File: config.mk
export PLATFORM = sky130hd
export DESIGN_NAME = jk_counter_ctrl
export DESIGN_NICKNAME = d
export VERILOG_FILES = /design/src/rtl/jk_ctrl_pkg.sv /design/src/rtl/jk_cell.sv /design/src/rtl/jk_counter_ctrl.sv
export SDC_FILE = /design/constraint.sdc
export NUM_CORES = 1
export LEC_CHECK = 0
export CORE_ASPECT_RATIO = 1.2
export CORE_MARGIN = 2
export CORE_UTILIZATION = 35
export DETAILED_ROUTE_END_ITERATION = 6
export PLACE_DENSITY = 0.69
export SYNTH_ARGS = -nofsm -noshare
export SYNTH_HDL_FRONTEND = slang
export SYNTH_SLANG_ARGS = --single-unit
File: constraint.sdc
create_clock -name clock -period 2.7 [get_ports clock]
set_input_delay 0.54 -clock clock [delete_from_list [all_inputs] [get_ports clock]]
set_output_delay 0.54 -clock clock [all_outputs]
set_load 0.02 [all_outputs]
File: src/rtl/jk_ctrl_pkg.sv
// Shared constants for the JK-cell counter controller: FSM states and per-bit
// {J,K} excitation codes.
package jk_ctrl_pkg;

    typedef enum logic {
        ST_IDLE = 1'b0,
        ST_RUN  = 1'b1
    } state_e;

    localparam logic [1:0] JK_HOLD   = 2'b00;
    localparam logic [1:0] JK_RESET  = 2'b01;
    localparam logic [1:0] JK_SET    = 2'b10;
    localparam logic [1:0] JK_TOGGLE = 2'b11;

endpackage

File: src/rtl/jk_cell.sv
// Single JK flip-flop storage cell with asynchronous active-high reset (Q -> 0).
module jk_cell
    import jk_ctrl_pkg::*;
(
    input  logic clock,
    input  logic reset,
    input  logic j,
    input  logic k,
    output logic q,
    output logic qn
);

    logic r_q;

    // Standard JK table: hold, reset, set, toggle.
    always_ff @(posedge clock or posedge reset) begin
        if (reset) begin
            r_q <= 1'b0;
        end else begin
            case ({j, k})
                JK_HOLD:   r_q <= r_q;
                JK_RESET:  r_q <= 1'b0;
                JK_SET:    r_q <= 1'b1;
                JK_TOGGLE: r_q <= ~r_q;
                default:   r_q <= r_q;
            endcase
        end
    end

    assign q  = r_q;
    assign qn = ~r_q;

endmodule

File: src/rtl/jk_counter_ctrl.sv
// Programmable mod-MODULUS up/down counter built from a bank of JK cells.
// The controller only computes per-bit J/K excitation; the cells hold the count.
// Optional build macro JK_CTRL_ONESHOT_EN: stop at terminal count instead of
// wrapping, and pulse `done` for one cycle afterwards.
module jk_counter_ctrl
    import jk_ctrl_pkg::*;
#(
    parameter int unsigned WIDTH   = 4,
    parameter int unsigned MODULUS = 10
) (
    input  logic               clock,
    input  logic               reset,
    input  logic               start,
    input  logic               stop,
    input  logic               up,
    input  logic               load,
    input  logic [WIDTH-1:0]   load_val,
    output logic [WIDTH-1:0]   count,
    output logic               running,
    output logic               tc,
    output logic [2*WIDTH-1:0] jk_code
`ifdef JK_CTRL_ONESHOT_EN
    ,
    output logic               done
`endif
);

    // Compared at WIDTH+1 bits so MODULUS == 2**WIDTH stays representable.
    localparam logic [WIDTH:0] LP_MAX = (WIDTH+1)'(MODULUS - 1);
    localparam logic [WIDTH:0] LP_MOD = (WIDTH+1)'(MODULUS);

    state_e           r_state;
    state_e           w_state_next;
    logic [WIDTH-1:0] w_next;
    logic [WIDTH-1:0] w_qn;
    logic [WIDTH-1:0] w_j;
    logic [WIDTH-1:0] w_k;
    logic             w_at_max;
    logic             w_at_zero;
`ifdef JK_CTRL_ONESHOT_EN
    logic             w_done_next;
    logic             r_done;
`endif

    assign running   = (r_state == ST_RUN);
    assign w_at_max  = ({1'b0, count} == LP_MAX);
    assign w_at_zero = (count == '0);
    assign tc        = running & ((up & w_at_max) | (~up & w_at_zero));

    // Next FSM state and target count value.
    always_comb begin
        w_state_next = r_state;
        w_next       = count;
`ifdef JK_CTRL_ONESHOT_EN
        w_done_next  = 1'b0;
`endif
        // While reset is held, issue no excitation so jk_code reads all hold.
        if (!reset) begin
            case (r_state)
                ST_IDLE: if (start && !stop) w_state_next = ST_RUN;
                ST_RUN:  if (stop)           w_state_next = ST_IDLE;
                default: w_state_next = ST_IDLE;
            endcase

            if (load) begin
                if ({1'b0, load_val} >= LP_MOD) begin
                    w_next = LP_MAX[WIDTH-1:0];
                end else begin
                    w_next = load_val;
                end
            end else if (r_state == ST_RUN && !stop) begin
                if (up) begin
                    w_next = w_at_max ? '0 : count + WIDTH'(1);
                end else begin
                    w_next = w_at_zero ? LP_MAX[WIDTH-1:0] : count - WIDTH'(1);
                end
`ifdef JK_CTRL_ONESHOT_EN
                // One-shot: terminal count holds and drops back to idle.
                if (tc) begin
                    w_next       = count;
                    w_state_next = ST_IDLE;
                    w_done_next  = 1'b1;
                end
`endif
            end
        end
    end

    // Per-bit excitation: set where a 0 must become 1, reset where 1 must become 0.
    always_comb begin
        jk_code = '0;
        for (int i = 0; i < int'(WIDTH); i++) begin
            w_j[i] = w_next[i] & w_qn[i];
            w_k[i] = ~w_next[i] & count[i];
            jk_code[2*i +: 2] = {w_j[i], w_k[i]};
        end
    end

    // FSM state register.
    always_ff @(posedge clock or posedge reset) begin
        if (reset) begin
            r_state <= ST_IDLE;
        end else begin
            r_state <= w_state_next;
        end
    end

`ifdef JK_CTRL_ONESHOT_EN
    // One-cycle pulse following the terminal-count stop.
    always_ff @(posedge clock or posedge reset) begin
        if (reset) begin
            r_done <= 1'b0;
        end else begin
            r_done <= w_done_next;
        end
    end

    assign done = r_done;
`endif

    for (genvar g = 0; g < int'(WIDTH); g++) begin : g_cell
        jk_cell u_cell (
            .clock (clock),
            .reset (reset),
            .j     (w_j[g]),
            .k     (w_k[g]),
            .q     (count[g]),
            .qn    (w_qn[g])
        );
    end

endmodule

Word-level counts from Yosys, hierarchy flattened

Index checks and enable logic that the tools add are counted.
W data, S select, Z words.

Register bits: 5
Input bits: 10
Output and inout bits: 14
Logic and storage cells: 65

$add $sub $neg: 2
$lt $le $gt $ge: 1
Eq/ne operators: 13
Muxes and demuxes: 14
Bitwise gates (word level): 22
Reductions and logical operators: 8

Operators by type and width:

| operator              | number |
|---|---|
| $mux W4               | 7 |
| $eq A2 B2 Y1 const B  | 8 |
| $pmux W1 S3           | 4 |
| $and A1 B1 Y1         | 11 |
| $not A1 Y1            | 10 |
| $eq A2 B1 Y1 const B  | 4 |
| $logic_not A2 Y1      | 4 |
| $add A4 B1 Y4 const B | 1 |
| $eq A4 B4 Y1 const B  | 1 |
| $ge A4 B4 Y1 const B  | 1 |
| $logic_not A4 Y1      | 1 |
| $sub A4 B1 Y4 const B | 1 |
| $logic_and A1 B1 Y1   | 2 |
| $mux W1               | 2 |
| $pmux W1 S2           | 1 |
| $logic_not A1 Y1      | 1 |
| $or A1 B1 Y1          | 1 |

Logic depth before layout (Yosys ltp)

Gate-level depths: netlist of run 1.

Word-level depth: 10
Depth in mapped cells: 8
Depth with buffers taken out: 8

Cells and area by module

Synthesis of run 1 repeated with hierarchy kept, for this count alone.

Cells, all modules: 102
Area total of the unflattened synthesis: 680.7 um2

Modules (own cells, without submodules):

| module          | instances | cells an instance | area an instance (um2) | seq. area each (um2) |
|---|---|---|---|---|
| jk_counter_ctrl | 1         | 82                | 515.5                  | 25.0 |
| jk_cell         | 4         | 5                 | 41.3                   | 25.0 |

Worst setup path after synthesis of run 1

OpenSTA, ideal clock, no wires.

Kind: register to output
Start: register g_cell[0].u_cell.r_q
End: output jk_code[7]
Data arrival time: 1910 ps
Data required time: 2160 ps
Path slack: 250 ps
Stages on the path, launching flop included: 9
Buffers on the path: 1
Cells stage by stage: dfrtp_1 -> inv_1 -> ha_1 -> o21bai_1 -> a311oi_2 -> a2111oi_2 -> a221o_1 -> ha_1 -> buf_4

Cells in the longest elaborated chain, start to end: 7
Elaborated cells between the ends (all ways): 11
Those cells by class: add/sub (2); eq/ne (1); mux (6); bitwise (1); reduce/logical (1)

Ends and longest elaborated chain:

| element                               | RTL line                                     | source |
|---|---|---|
| start, declared                       | jk_cell.sv:13                                | `logic r_q;` |
| start signal, assigned                | jk_cell.sv:21                                | `JK_HOLD: r_q <= r_q;` |
| start signal, assigned                | jk_cell.sv:24                                | `JK_TOGGLE: r_q <= ~r_q;` |
| start signal, assigned                | jk_cell.sv:25                                | `default: r_q <= r_q;` |
| $sub A4 B1 Y4 (tied with other cells) | jk_counter_ctrl.sv:75                        | `w_next = w_at_zero ? LP_MAX[WIDTH-1:0] : count - WIDTH'(1);` |
| $mux W4 (on tied branches)            | jk_counter_ctrl.sv:75, jk_counter_ctrl.sv:73 |  |
| $mux W4 *                             | jk_counter_ctrl.sv:72                        | `if (up) begin` |
| $mux W4 *                             | jk_counter_ctrl.sv:71                        | `end else if (r_state == ST_RUN && !stop) begin` |
| $mux W4 *                             | jk_counter_ctrl.sv:65                        | `if (load) begin` |
| $mux W4 *                             | jk_counter_ctrl.sv:58                        | `if (!reset) begin` |
| $and A1 B1 Y1 *                       | jk_counter_ctrl.sv:93                        | `w_j[i] = w_next[i] & w_qn[i];` |
| end, declared                         | jk_counter_ctrl.sv:21                        | `output logic [2*WIDTH-1:0] jk_code` |

Mark *: on every way between the ends. The rest lies on a longest branch, timed or not.

Worst setup path in the final report of run 1

Same ends and word-level chain as after synthesis.

==> impl_metrics.ini, run 1 <==
[worst_setup_path]
crit_slowest_cell = dfrtp_1
critPathMostFrequentCell = buf_4
path_cells = buf_4 > o31a_1 > a311oi_2 > a2111oi_4 > a221o_1 > ha_1 > buf_4
required_ns = 2.16
setup.worst_path.end_class = output port
critical_path_class = reg -> out
worstSetupStartpointType = flop
max_stage_delay_ns = 0.41
worst-path-max-fanout = 6
crit_arrival_ns = 2.10

[clock_tree]
insertion_delay_ns = 0.26
clkSlewWorstSetupHoldPaths_ns = 0.05
cts_max_level = 1
max-clock-path-buffers = 2
cts-root-buf = clkbuf_4
cts_tree = yes
numCtsBuffers = 3
cts.sinks = 5

[floorplan]
die_y_um = 54.5
io_pins = 24
die-width_um = 46.1
rows = 18
core_mm2 = 0.00203
die-area_mm2 = 0.00251
initial_utilization = 0.367

[routing]
drt-total-wl_um = 1830
dr_total_vias = 727
highest_layer = met4
ant_nets = 0
drt-met1-wl_um = 728
wl_met2_um = 1030
first_iter_violations = 4
wl_per_cell_um = 13.1
drcViolationCount = 0
via_per_inst = 5.19
route.met3.wl_um = 54
dr.pass1.iters = 3

[power]
leakage_nw = 0.551
power_density_mw_per_mm2 = 769
vdd_drop_max_v = 0.000321

[logic_synthesis]
ys.flop_type = dfrtp_1
synth_cell_types = 34
synth-edff-count = 0
synth_top_area_share = 0.202
yosys_warnings = 0
synth_cells = 85
avgSynthCellArea_um2 = 8.74
ys_top_cells_by_count = buf_4, ha_1, inv_1, o21ai_0, dfrtp_1
synthArstFlopShare = 1.00
synth_top_area_cell = ha_1
synth_nets = 107
seq_area_frac_synth = 0.168
ys_seq_elements = 5
synth_area_um2 = 743
ys_top_cells_by_area = ha_1, dfrtp_1, buf_4

[job]
maxCapViolations = 0

[global_routing]
grt_pass1_wl_um = 2900
grt_max_degree = 9
grt_usage = 0.163
antenna_found_initial = 0
first_global_vias = 700
globalRouteOverflowTotal = 0

[timing]
setup_tns_ns = 0
slew_violations = 0
finalCritPeriodShare = 0.977
min_period_ns = 2.64
setup_viol_count_final = 0
timing.fmax_mhz = 379
clock-skew-final_ns = 0.00852
worst_slew_pin_slew_ns = 0.396
rsz0062_at_grt = yes
finalHoldViolCount = 0
relSlewSlack = 0.733

[placement]
io_buffers = 23
dpl_cell_area_mm2 = 0.00104
dpl.hpwl_um = 1490
place.gp.congestion = 0.817

[layout]
syn2layout_area_growth_pct = 50.0
drive_gt1_frac = 0.408
num_antenna_cells = 0
n_fill_cell = 175
fin_nets = 143
final_cell_area_mm2 = 0.00111

[hold_path]
hold_path.class = in -> async

[status]
status = finished clean
## repair_timing
item / 4_1_cts / 5_1_grt
setup buffers: 0 / 3
endpoints found under the setup margin: 9 / 8
resized for setup: 36 / 12
hold buffers: 0 / 0
pin swaps: 4 / 4
## per-stage QoR
stage,cells,worst slack (ns),hold slack (ns),util,total power (W)
finish,140,0.0618,0.322,0.550,0.000857
global placement,133,-0.524,0.546,0.515,0.000755
detailed placement,133,-0.518,0.579,0.515,0.000771
CTS,137,-0.00382,0.591,0.531,0.000856
floorplan,85,0.250,0.365,-,0.000564
global route,140,-0.0395,0.335,0.550,0.000937
## worst max-delay path, delay by kind of cell (launching register included)
kind                       cells  cell delay (ns)
AOI/OAI and AO/OA              4             0.92
buffers and inverters          2             0.33
DFF                            1             0.41
adders and majority gates      1             0.19
## final timing paths
check	slack, ns	startpoint	end	cells past startpoint
worst min register to register	0.60	running$_DFFE_PP0N_	running$_DFFE_PP0N_	2
worst max-delay path	0.06	g_cell[0].u_cell.q$_DFFE_PP0P_	jk_code[7]	7
min in group clock	0.57	stop	running$_DFFE_PP0N_	2
max in group asynchronous	2.19	reset	g_cell[1].u_cell.q$_DFFE_PP0P_	4
worst max register to register	0.48	g_cell[0].u_cell.q$_DFFE_PP0P_	g_cell[3].u_cell.q$_DFFE_PP0P_	7
worst min-delay path	0.32	reset	g_cell[3].u_cell.q$_DFFE_PP0P_	3
## cells by family after synthesis
logic type      Yosys count  share of synthesized area
buf+inv                  21                      0.170
flops                     5                      0.168
fa+ha+maj                12                      0.202
mux                       5                     0.0741
xor+xnor                  2                     0.0236
compound gates           21                      0.210
simple gates             19                      0.152
## state kept, by name, summed over array words and instances, names as in the netlist
name             cells
running              1
g_cell.u_cell.q      4
## routing by layer
| metal | track usage | vias to the layer above |
|---|---|---|
| li1 | - | 364 |
| met1 | 0.170 | 346 |
| met2 | 0.308 | 15 |
| met3 | 0.0396 | 2 |
| met4 | 0.0571 | 0 |
| met5 | 0 | - |
## cell type report
class,count,area [um^2],area share
timing repair buffer,46,385,0.346
clock inverter,1,5.00,0.00449
multi-input combinational,59,529,0.475
inverter,6,22.5,0.0202
clock buffer,3,22.5,0.0202
tap,20,25.0,0.0224
sequential,5,125,0.112
## cells in the final DEF, fill, tap and decap left out, types with 2 or more instances in the layout
| cell | synthesis | final |
|---|---|---|
| clkbuf_4 | 0 | 3 |
| a21oi_1 | 3 | 3 |
| ha_1 | 12 | 9 |
| nor2_1 | 3 | 3 |
| nand3_1 | 4 | 4 |
| nor3b_1 | 2 | 2 |
| o31a_1 | 2 | 2 |
| dlygate4sd2_1 | 0 | 2 |
| buf_2 | 2 | 3 |
| mux2_2 | 4 | 4 |
| nand3b_1 | 2 | 2 |
| dfrtp_1 | 5 | 5 |
| o21ai_1 | 0 | 2 |
| o21ai_0 | 6 | 3 |
| ha_2 | 0 | 3 |
| inv_1 | 6 | 5 |
| buf_4 | 12 | 25 |
| clkdlybuf4s15_2 | 0 | 2 |
| dlymetal6s2s_1 | 0 | 3 |
| clkdlybuf4s50_1 | 0 | 10 |
## power breakdown
group / internal, W / leakage, nW / switching, W
combinational: 0.000322 / 0.469 / 0.000316
sequential: 0.0000987 / 0.0642 / 0.0000293
clock: 0.0000540 / 0.0177 / 0.0000380
No activity file was read; power rests on OpenSTA's default activity.
==> run 2: changes to the inputs <==
Settings changed: REMOVE_ABC_BUFFERS set to 1.
==> impl_metrics.ini, run 2 (same netlist as run 1, synthesis figures left out) <==
[timing]
min_period_ns = 2.63
timing.fmax_mhz = 380
whs_ns = 0.522
finalHoldViolCount = 0
rsz0062_at_grt = yes
slew_violations = 0
setup_viol_count_final = 0
relSlewSlack = 0.782
clock-skew-final_ns = 0.00829
worst_slew_pin_slew_ns = 0.327
setup_ws_ns = 0.0676
setup_tns_ns = 0
finalCritPeriodShare = 0.975

[global_routing]
first_global_vias = 764
antenna_found_initial = 0
grt_pass1_wl_um = 3150
grt_usage = 0.174
grt_max_degree = 9
globalRouteOverflowTotal = 0

[clock_tree]
insertion_delay_ns = 0.25
clkSlewWorstSetupHoldPaths_ns = 0.05
cts_tree = yes
ctsHoldBuffers = 0
numCtsBuffers = 3
cts.sinks = 5
cts_max_level = 1
max-clock-path-buffers = 2
cts-root-buf = clkbuf_4

[worst_setup_path]
reg2reg_depth = 7
critPathCapture = jk_code[7]
critPathLaunch = reset
rr_startpoint = g_cell[0].u_cell.q$_DFFE_PP0P_
rrSetupSlack_ns = 0.49
worst-path-max-fanout = 5
r2r_end = g_cell[3].u_cell.q$_DFFE_PP0P_
critical_path_class = in -> out
setup.worst_path.end_class = output port
worstSetupStartpointType = primary input
crit_arrival_ns = 2.09
required_ns = 2.16

[layout]
fin_nets = 143
num_antenna_cells = 0
drive_gt1_frac = 0.425
layout_common_cells = buf_4, clkdlybuf4s50_1, ha_1
n_fill_cell = 194
largest_reg_flops = 4
final_cell_area_mm2 = 0.00115
syn2layout_area_growth_pct = 54.2
layout_commonest_cell = buf_4

[hold_path]
hold_path.class = in -> reg

[power]
power_density_mw_per_mm2 = 786
leakage_nw = 0.547
vdd_drop_max_v = 0.000552
finalPower_w = 0.000901

[job]
maxCapViolations = 0

[routing]
first_iter_violations = 5
via_per_inst = 5.09
drt-total-wl_um = 1900
ant_nets = 0
wl_per_cell_um = 13.6
dr.pass1.iters = 2
dr_total_vias = 713
drcViolationCount = 0

[placement]
place.gp.congestion = 0.836
io_buffers = 23
dpl_cell_area_mm2 = 0.00105
pre_cts_ws_ns = -0.479
dpl.hpwl_um = 1470

[floorplan]
die_y_um = 54.5
die-area_mm2 = 0.00251
rows = 18
die-width_um = 46.1
core_mm2 = 0.00203
io_pins = 24
initial_utilization = 0.367

[status]
status = finished clean
==> run 2: changes by cell type in the layout (fill, tap and decap cells not counted), moves of 2 or more <==
cell / previous run / this run
buf_4: 25 / 23
buf_6: 0 / 2
clkdlybuf4s15_2: 2 / 0
o21ai_1: 2 / 0
==> run 2: final cells by class <==
cell class                 instances  area [um^2]  area share
clock buffer                       4         26.3      0.0229
sequential                         5          125       0.109
tap                               20         25.0      0.0218
timing repair buffer              46          383       0.334
inverter                           6         22.5      0.0197
multi-input combinational         59          564       0.492
==> run 2: where the power goes <==
part           internal [W]  total (W)  switching [W]
Combinational      0.000343   0.000687       0.000344
Clock             0.0000562  0.0000914      0.0000352
Sequential        0.0000988   0.000123      0.0000239
Total              0.000498   0.000901       0.000403
==> run 2: per-stage QoR <==
step,utilization,cells
after floorplan,-,70
after global placement,0.519,134
after detailed placement,0.519,134
after CTS,0.545,140
after global routing,0.565,140
final,0.565,140
==> run 2: routing by layer <==
| layer | track usage | up-vias | share of wire |
|---|---|---|---|
| met5 | 0 | - | 0 |
| met4 | 0.0429 | 0 | 0 |
| met3 | 0.0297 | 0 | 0.036 |
| met2 | 0.336 | 18 | 0.55 |
| met1 | 0.191 | 331 | 0.42 |
| li1 | - | 364 | - |
==> run 2: worst min-delay path by stage <==
| stage | from | endpoint | slack, ns | cells after the start |
|---|---|---|---|---|
| 2_1_floorplan | reset | g_cell[0].u_cell.q$_DFFE_PP0P_ | 0.37 | 1 |
| 3_3_place_gp | running$_DFFE_PP0N_ | running$_DFFE_PP0N_ | 0.55 | 2 |
| 3_5_place_dp | running$_DFFE_PP0N_ | running$_DFFE_PP0N_ | 0.57 | 2 |
| 4_1_cts | running$_DFFE_PP0N_ | running$_DFFE_PP0N_ | 0.59 | 2 |
| 5_1_grt | stop | running$_DFFE_PP0N_ | 0.55 | 2 |
| 6_report | stop | running$_DFFE_PP0N_ | 0.52 | 2 |
==> run 2: worst max-delay path, cell delays in order <==
cell and delay, ns:
clkdlybuf4s50_1 0.44, inv_1 0.16, nand3b_1 0.17, a2111oi_2 0.29, a221o_1 0.18, ha_1 0.15, buf_2 0.16
==> run 2: what timing repair did <==
item | 4_1_cts | 5_1_grt
setup endpoints to repair | 9 | 8
buffers inserted | 2 | 0
resized for setup | 37 | 15
pin swaps | 3 | 3
